$ cat config.mk
export PLATFORM = sky130hd
export DESIGN_NAME = prefix_encode_stream_flat
export DESIGN_NICKNAME = d
export VERILOG_FILES = /design/src/rtl/prefix_encode_stream_if.sv /design/src/rtl/prefix_encode_stream.sv /design/src/flat_wrapper.sv
export SDC_FILE = /design/constraint.sdc
export NUM_CORES = 1
export LEC_CHECK = 0
export CAP_MARGIN = 40
export CORE_UTILIZATION = 56
export CTS_BUF_LIST = sky130_fd_sc_hd__clkbuf_16
export CTS_CLUSTER_DIAMETER = 100
export DETAILED_ROUTE_END_ITERATION = 12
export PLACE_DENSITY = 0.84
export SYNTH_ARGS = -nofsm -noshare
export SYNTH_HDL_FRONTEND = slang
export SYNTH_SLANG_ARGS = --single-unit
$ cat constraint.sdc
create_clock -name i_clk -period 3.25 [get_ports i_clk]
set_input_delay 0.65 -clock i_clk [delete_from_list [all_inputs] [get_ports i_clk]]
set_output_delay 0.65 -clock i_clk [all_outputs]
set_load 0.005 [all_outputs]
$ cat src/rtl/prefix_encode_stream_if.sv
// Request / byte-stream bundle for the x86 prefix encoder.
// The encoder uses the slave view; the requester/byte sink uses the master view.
interface prefix_encode_stream_if;
  // request side
  logic       i_req_valid;
  logic       o_req_ready;
  logic       i_lock;
  logic       i_repne;
  logic       i_rep;
  logic       i_seg_override;
  logic [2:0] i_seg_index;
  logic       i_hint_taken;
  logic       i_hint_not_taken;
  logic       i_operand_size;
  logic       i_address_size;
  // byte stream side
  logic       o_byte_valid;
  logic       i_byte_ready;
  logic [7:0] o_byte;
  logic       o_byte_last;
  // status
  logic [2:0] o_count;
  logic       o_done;
  logic       o_error;

  modport slave (
    input  i_req_valid, i_lock, i_repne, i_rep, i_seg_override, i_seg_index,
           i_hint_taken, i_hint_not_taken, i_operand_size, i_address_size,
           i_byte_ready,
    output o_req_ready, o_byte_valid, o_byte, o_byte_last, o_count, o_done, o_error
  );

  modport master (
    output i_req_valid, i_lock, i_repne, i_rep, i_seg_override, i_seg_index,
           i_hint_taken, i_hint_not_taken, i_operand_size, i_address_size,
           i_byte_ready,
    input  o_req_ready, o_byte_valid, o_byte, o_byte_last, o_count, o_done, o_error
  );
endinterface

$ cat src/rtl/prefix_encode_stream.sv
// x86 prefix encoder: turns one request of prefix attributes into 0-4 legal
// prefix bytes streamed one per handshake, in group order (or reversed).
// Illegal attribute combinations finish with an error pulse and no bytes.
module prefix_encode_stream #(
  parameter bit REVERSE_ORDER = 1'b0
) (
  input  logic                   i_clk,
  input  logic                   i_rst_n,
  prefix_encode_stream_if.slave  bus
);

  typedef enum logic [1:0] {
    ST_IDLE = 2'd0,
    ST_EMIT = 2'd1,
    ST_DONE = 2'd2
  } state_e;

  // True when at least two of three flags are set (mutually exclusive group).
  function automatic logic more_than_one(input logic a, input logic b, input logic c);
    return (a & b) | (a & c) | (b & c);
  endfunction

  // Segment override prefix byte for a segment register index.
  function automatic logic [7:0] seg_byte(input logic [2:0] idx);
    logic [7:0] b;
    case (idx)
      3'd0:    b = 8'h26;
      3'd1:    b = 8'h2E;
      3'd2:    b = 8'h36;
      3'd3:    b = 8'h3E;
      3'd4:    b = 8'h64;
      3'd5:    b = 8'h65;
      default: b = 8'h00;
    endcase
    return b;
  endfunction

  state_e          state_q, state_d;
  logic [3:0][7:0] queue_q, queue_d;   // slot 0 is the byte on the stream
  logic [2:0]      rem_q,   rem_d;     // bytes still to be handed over
  logic [2:0]      count_q, count_d;
  logic            err_q,   err_d;

  logic [3:0][7:0] grp_byte_s;         // index 0 = group 1
  logic [3:0]      grp_present_s;
  logic [3:0][7:0] packed_s;
  logic [2:0]      pack_cnt_s;
  logic            req_err_s;
  logic [1:0]      gsel_s;

  // Per-group byte selection and illegal-combination detection.
  always_comb begin
    grp_present_s[0] = bus.i_lock | bus.i_repne | bus.i_rep;
    if (bus.i_lock) begin
      grp_byte_s[0] = 8'hF0;
    end else if (bus.i_repne) begin
      grp_byte_s[0] = 8'hF2;
    end else if (bus.i_rep) begin
      grp_byte_s[0] = 8'hF3;
    end else begin
      grp_byte_s[0] = 8'h00;
    end

    grp_present_s[1] = bus.i_seg_override | bus.i_hint_taken | bus.i_hint_not_taken;
    if (bus.i_seg_override) begin
      grp_byte_s[1] = seg_byte(bus.i_seg_index);
    end else if (bus.i_hint_taken) begin
      grp_byte_s[1] = 8'h3E;
    end else if (bus.i_hint_not_taken) begin
      grp_byte_s[1] = 8'h2E;
    end else begin
      grp_byte_s[1] = 8'h00;
    end

    grp_present_s[2] = bus.i_operand_size;
    grp_byte_s[2]    = 8'h66;
    grp_present_s[3] = bus.i_address_size;
    grp_byte_s[3]    = 8'h67;

    req_err_s = more_than_one(bus.i_lock, bus.i_repne, bus.i_rep)
              | more_than_one(bus.i_seg_override, bus.i_hint_taken, bus.i_hint_not_taken)
              | (bus.i_seg_override & (bus.i_seg_index > 3'd5));
  end

  // Compact present groups into consecutive queue slots in emission order.
  always_comb begin
    packed_s   = '0;
    pack_cnt_s = 3'd0;
    gsel_s     = 2'd0;
    for (int k = 0; k < 4; k++) begin
      gsel_s = REVERSE_ORDER ? 2'(3 - k) : 2'(k);
      if (grp_present_s[gsel_s]) begin
        packed_s[pack_cnt_s[1:0]] = grp_byte_s[gsel_s];
        pack_cnt_s = pack_cnt_s + 3'd1;
      end else begin
        pack_cnt_s = pack_cnt_s;
      end
    end
  end

  // Next-state logic: accept, stream bytes, one-cycle completion.
  always_comb begin
    state_d = state_q;
    queue_d = queue_q;
    rem_d   = rem_q;
    count_d = count_q;
    err_d   = err_q;
    case (state_q)
      ST_IDLE: begin
        if (bus.i_req_valid) begin
          err_d = req_err_s;
          if (req_err_s) begin
            count_d = 3'd0;
            rem_d   = 3'd0;
            queue_d = '0;
            state_d = ST_DONE;
          end else begin
            count_d = pack_cnt_s;
            rem_d   = pack_cnt_s;
            queue_d = packed_s;
            state_d = (pack_cnt_s == 3'd0) ? ST_DONE : ST_EMIT;
          end
        end else begin
          state_d = ST_IDLE;
        end
      end
      ST_EMIT: begin
        if (bus.i_byte_ready) begin
          queue_d = {8'h00, queue_q[3:1]};
          rem_d   = rem_q - 3'd1;
          if (rem_q == 3'd1) begin
            state_d = ST_DONE;
          end else begin
            state_d = ST_EMIT;
          end
        end else begin
          state_d = ST_EMIT;
        end
      end
      ST_DONE: begin
        state_d = ST_IDLE;
      end
      default: begin
        state_d = ST_IDLE;
      end
    endcase
  end

  // State and datapath registers; reset discards any in-flight sequence.
  always_ff @(posedge i_clk or negedge i_rst_n) begin
    if (!i_rst_n) begin
      state_q <= ST_IDLE;
      queue_q <= '0;
      rem_q   <= 3'd0;
      count_q <= 3'd0;
      err_q   <= 1'b0;
    end else begin
      state_q <= state_d;
      queue_q <= queue_d;
      rem_q   <= rem_d;
      count_q <= count_d;
      err_q   <= err_d;
    end
  end

  // Outputs are pure decodes of registered state.
  assign bus.o_req_ready  = (state_q == ST_IDLE);
  assign bus.o_byte_valid = (state_q == ST_EMIT);
  assign bus.o_byte       = (state_q == ST_EMIT) ? queue_q[0] : 8'h00;
  assign bus.o_byte_last  = (state_q == ST_EMIT) && (rem_q == 3'd1);
  assign bus.o_count      = count_q;
  assign bus.o_done       = (state_q == ST_DONE);
  assign bus.o_error      = (state_q == ST_DONE) & err_q;

endmodule

$ cat src/flat_wrapper.sv
// flat-port wrapper written by rule: the top's interface ports become plain ports
module prefix_encode_stream_flat 
#(
  parameter bit REVERSE_ORDER = 1'b0
)
  (i_clk, i_rst_n, bus_i_req_valid, bus_i_lock, bus_i_repne, bus_i_rep, bus_i_seg_override, bus_i_seg_index, bus_i_hint_taken, bus_i_hint_not_taken, bus_i_operand_size, bus_i_address_size, bus_i_byte_ready, bus_o_req_ready, bus_o_byte_valid, bus_o_byte, bus_o_byte_last, bus_o_count, bus_o_done, bus_o_error);
  prefix_encode_stream_if bus_i ();
  input  logic i_clk;
  input  logic i_rst_n;
  input wire logic [$bits(bus_i.i_req_valid)-1:0] bus_i_req_valid;
  input wire logic [$bits(bus_i.i_lock)-1:0] bus_i_lock;
  input wire logic [$bits(bus_i.i_repne)-1:0] bus_i_repne;
  input wire logic [$bits(bus_i.i_rep)-1:0] bus_i_rep;
  input wire logic [$bits(bus_i.i_seg_override)-1:0] bus_i_seg_override;
  input wire logic [$bits(bus_i.i_seg_index)-1:0] bus_i_seg_index;
  input wire logic [$bits(bus_i.i_hint_taken)-1:0] bus_i_hint_taken;
  input wire logic [$bits(bus_i.i_hint_not_taken)-1:0] bus_i_hint_not_taken;
  input wire logic [$bits(bus_i.i_operand_size)-1:0] bus_i_operand_size;
  input wire logic [$bits(bus_i.i_address_size)-1:0] bus_i_address_size;
  input wire logic [$bits(bus_i.i_byte_ready)-1:0] bus_i_byte_ready;
  output wire logic [$bits(bus_i.o_req_ready)-1:0] bus_o_req_ready;
  output wire logic [$bits(bus_i.o_byte_valid)-1:0] bus_o_byte_valid;
  output wire logic [$bits(bus_i.o_byte)-1:0] bus_o_byte;
  output wire logic [$bits(bus_i.o_byte_last)-1:0] bus_o_byte_last;
  output wire logic [$bits(bus_i.o_count)-1:0] bus_o_count;
  output wire logic [$bits(bus_i.o_done)-1:0] bus_o_done;
  output wire logic [$bits(bus_i.o_error)-1:0] bus_o_error;
  assign bus_i.i_req_valid = bus_i_req_valid;
  assign bus_i.i_lock = bus_i_lock;
  assign bus_i.i_repne = bus_i_repne;
  assign bus_i.i_rep = bus_i_rep;
  assign bus_i.i_seg_override = bus_i_seg_override;
  assign bus_i.i_seg_index = bus_i_seg_index;
  assign bus_i.i_hint_taken = bus_i_hint_taken;
  assign bus_i.i_hint_not_taken = bus_i_hint_not_taken;
  assign bus_i.i_operand_size = bus_i_operand_size;
  assign bus_i.i_address_size = bus_i_address_size;
  assign bus_i.i_byte_ready = bus_i_byte_ready;
  assign bus_o_req_ready = bus_i.o_req_ready;
  assign bus_o_byte_valid = bus_i.o_byte_valid;
  assign bus_o_byte = bus_i.o_byte;
  assign bus_o_byte_last = bus_i.o_byte_last;
  assign bus_o_count = bus_i.o_count;
  assign bus_o_done = bus_i.o_done;
  assign bus_o_error = bus_i.o_error;
  prefix_encode_stream #(.REVERSE_ORDER(REVERSE_ORDER)) u_core (.i_clk(i_clk), .i_rst_n(i_rst_n), .bus(bus_i));
endmodule
==> impl_metrics.toml <==
[logic_synthesis]
seq_area_frac_synth_pct = 38.6
syn_inst = 199
synth_area_leader_cell = "dfrtp_1"
synth_flop_cell = "dfrtp_1"
syn_area_sq_mm = 0.00175
synthTopCellsByArea = "dfrtp_1 (39%), a21oi_1 (6.0%), ha_1 (5.0%), nor2_1 (4.5%), o21ai_0 (3.7%)"
synth-edff-count = 0
ys_ff_latch = 27
avgSynthCellArea_sq_um = 8.80
synth-warning-count = 0
synth_cell_types = 51
yosysTopAreaCellShare_pct = 38.6
syn_nets = 222
synthArstFlopShare_pct = 100

[layout]
drive_gt1_share_pct = 11.0
fin_cells = 267
final_nets = 260
n_antenna_cell = 0
fillCellCount = 225
areaGrowthSynthToFinish_pct = 27.3

[pwr]
p_leak_nw = 0.980
p_per_area_mw_per_mm2 = 651
irDropWorstVdd_mv = 0.346
total_power_mw = 1.45

[timing]
hold_violations = 0
drv_slew = 0
rsz0062_at_grt = "false"
tightest_slew_ps = 693
min_period_ps = 3060
skew_ps = 3.81
timing.final.ws_setup_ps = 190
setup_violations = 0
tns_ps = 0
fmax_mhz = 327
relSlewSlack_pct = 53.8
finalCritPeriodShare_pct = 94.1

[floorplan]
pin_count = 31
fp-row-count = 19
start_util_pct = 61.4
dieWidth_um = 57.9
die_h_um = 57.9
fp.coreArea_sq_mm = 0.00285
dieArea_sq_mm = 0.00335

[drt]
drt_wl_total_um = 4820
drt_iter0_markers = 112
drc_errors = 2
viasPerCell = 6.43
met2_length_um = 2350
dr.pass1.iters = 8
via_count = 1718
ant_nets = 0
highest_layer = "met4"
met3_length_um = 329
met1_length_um = 2000
wl_per_cell_um = 18.0

[clocking]
cts_root_buffer = "clkbuf_16"
clkTransAtPathRegs_ps = 70
cts_buffer_depth = 2
clock_sinks = 27
cts_tree = "yes"
cts_setup_buffers = 0
clock_latency_ps = 270
postCtsHoldBufs = 0
cts_buffers = 3
h-tree-depth = 1
cts_resized = 0

[worst_setup_path]
cp_max_fo = 11
r2r_end = "u_core.queue_q[3]$_DFFE_PN0P_"
worstPathArrival_ps = 3220
path_class = "input port to flop"
crit_path_start_kind = "input port"
required_ps = 3410
rr_worst_depth = 5
r2r-start = "u_core.state_q[0]$_DFF_PN0_"
end_kind = "flop"
rrSetupSlack_ps = 860
crit_start = "bus_i_repne"

[flow_run]
max_cap_viol_count = 0

[placed_design]
gp_congestion = 0.973
placedCellCount = 263
io_buffer_count = 30
preCtsSetupSlack_ps = 20.8
dp_hpwl_um = 3440

[global_routing]
grt_pass1_wl_um = 8210
overflow = 0
grt_pass1_vias = 1659
grtUsageTotal_pct = 32.6
grt_start_max_net_pins = 28
antenna_found_initial = 0

[run_status]
violations = "design-rule violations"
status = "finished with violations"

[worst_hold_path]
hp-class = "flop to flop"
hp-start = "u_core.bus.o_count[2]$_DFFE_PN0P_"
hold_depth = 2
min_to = "u_core.bus.o_count[2]$_DFFE_PN0P_"
cell families after synthesis:
kind of cell    after synthesis  synth area share, %
compound gates               58                 20.9
xor+xnor                      1                0.500
fa+ha+maj                    10                 7.36
buf+inv                      19                 4.57
flops                        27                 38.6
mux                           5                 3.57
simple gates                 79                 24.4
cell usage after synthesis (2+ instances only):
library cell,count
dfrtp_1,27
a21oi_1,21
nor2_1,21
o21ai_0,13
nand2_1,12
and2_1,9
inv_1,9
clkbuf_1,8
nor3_1,8
ha_1,7
nor2b_1,5
a22o_1,4
mux2i_1,4
nand3_1,4
o31ai_1,4
nand2b_1,3
a211oi_1,2
nor3b_1,2
o22ai_1,2
o311ai_0,2
or2_2,2
final cells by class:
| class | instances | area (sq um) | area share, % |
|---|---|---|---|
| clock buffer | 3 | 75.1 | 3.37 |
| clock inverter | 1 | 7.51 | 0.337 |
| inverter | 9 | 33.8 | 1.52 |
| tap | 31 | 38.8 | 1.74 |
| timing repair buffer | 43 | 398 | 17.9 |
| sequential | 27 | 676 | 30.3 |
| multi-input combinational | 153 | 1000 | 44.9 |
per-stage QoR:
step	instance area, sq um	utilization (%)	hold slack (ps)
after floorplan	1760	-	354
after global placement	2150	75.2	460
after detailed placement	2150	75.2	471
after CTS	2230	78.1	488
after global routing	2230	78.1	510
final	2230	78.1	488
worst max-delay path, cell delays in order:
cell	delay, ps
clkdlybuf4s50_1	470
nor3_2	240
buf_4	220
inv_1	100
ha_1	250
o21ai_0	260
or2_2	170
ha_1	240
a2bb2oi_1	160
o21a_1	200
a32o_1	270
cell usage in the layout (no fill, tap or decap), types with 5 or more instances in the layout:
master           instances
clkdlybuf4s50_1         30
dfrtp_1                 27
nor2_1                  21
a21oi_1                 21
o21ai_0                 13
buf_4                   13
nand2_1                 12
inv_1                    9
and2_1                   9
nor3_1                   7
ha_1                     7
nor2b_1                  5
registers in the layout (all words and copies together) (netlist names):
| name | cells |
|---|---|
| u_core.err_q | 1 |
| u_core.bus.o_count | 3 |
| u_core.rem_q | 3 |
| u_core.state_q | 2 |
| u_core.queue_q | 18 |
worst max path at each step:
stage | end | slack [ps] | cells after the start
2_1_floorplan | u_core.state_q[0]$_DFF_PN0_ | 230 | 8
3_3_place_gp | u_core.state_q[0]$_DFF_PN0_ | 150 | 11
3_5_place_dp | u_core.state_q[0]$_DFF_PN0_ | 20 | 11
4_1_cts | u_core.state_q[0]$_DFF_PN0_ | 260 | 11
5_1_grt | u_core.state_q[0]$_DFF_PN0_ | 20 | 11
6_report | u_core.state_q[0]$_DFF_PN0_ | 190 | 11
power by group:
group	internal [mW]	total, mW	switching (mW)
logic	0.286	0.619	0.332
registers	0.465	0.542	0.0768
clock network	0.168	0.291	0.123
total	0.919	1.45	0.532
routing by layer:
layer	vias up	track usage [%]
li1	793	-
met1	823	43.1
met2	89	53.4
met3	13	3.57
met4	0	16.3
met5	-	0
No activity file was read; power rests on OpenSTA's default activity.
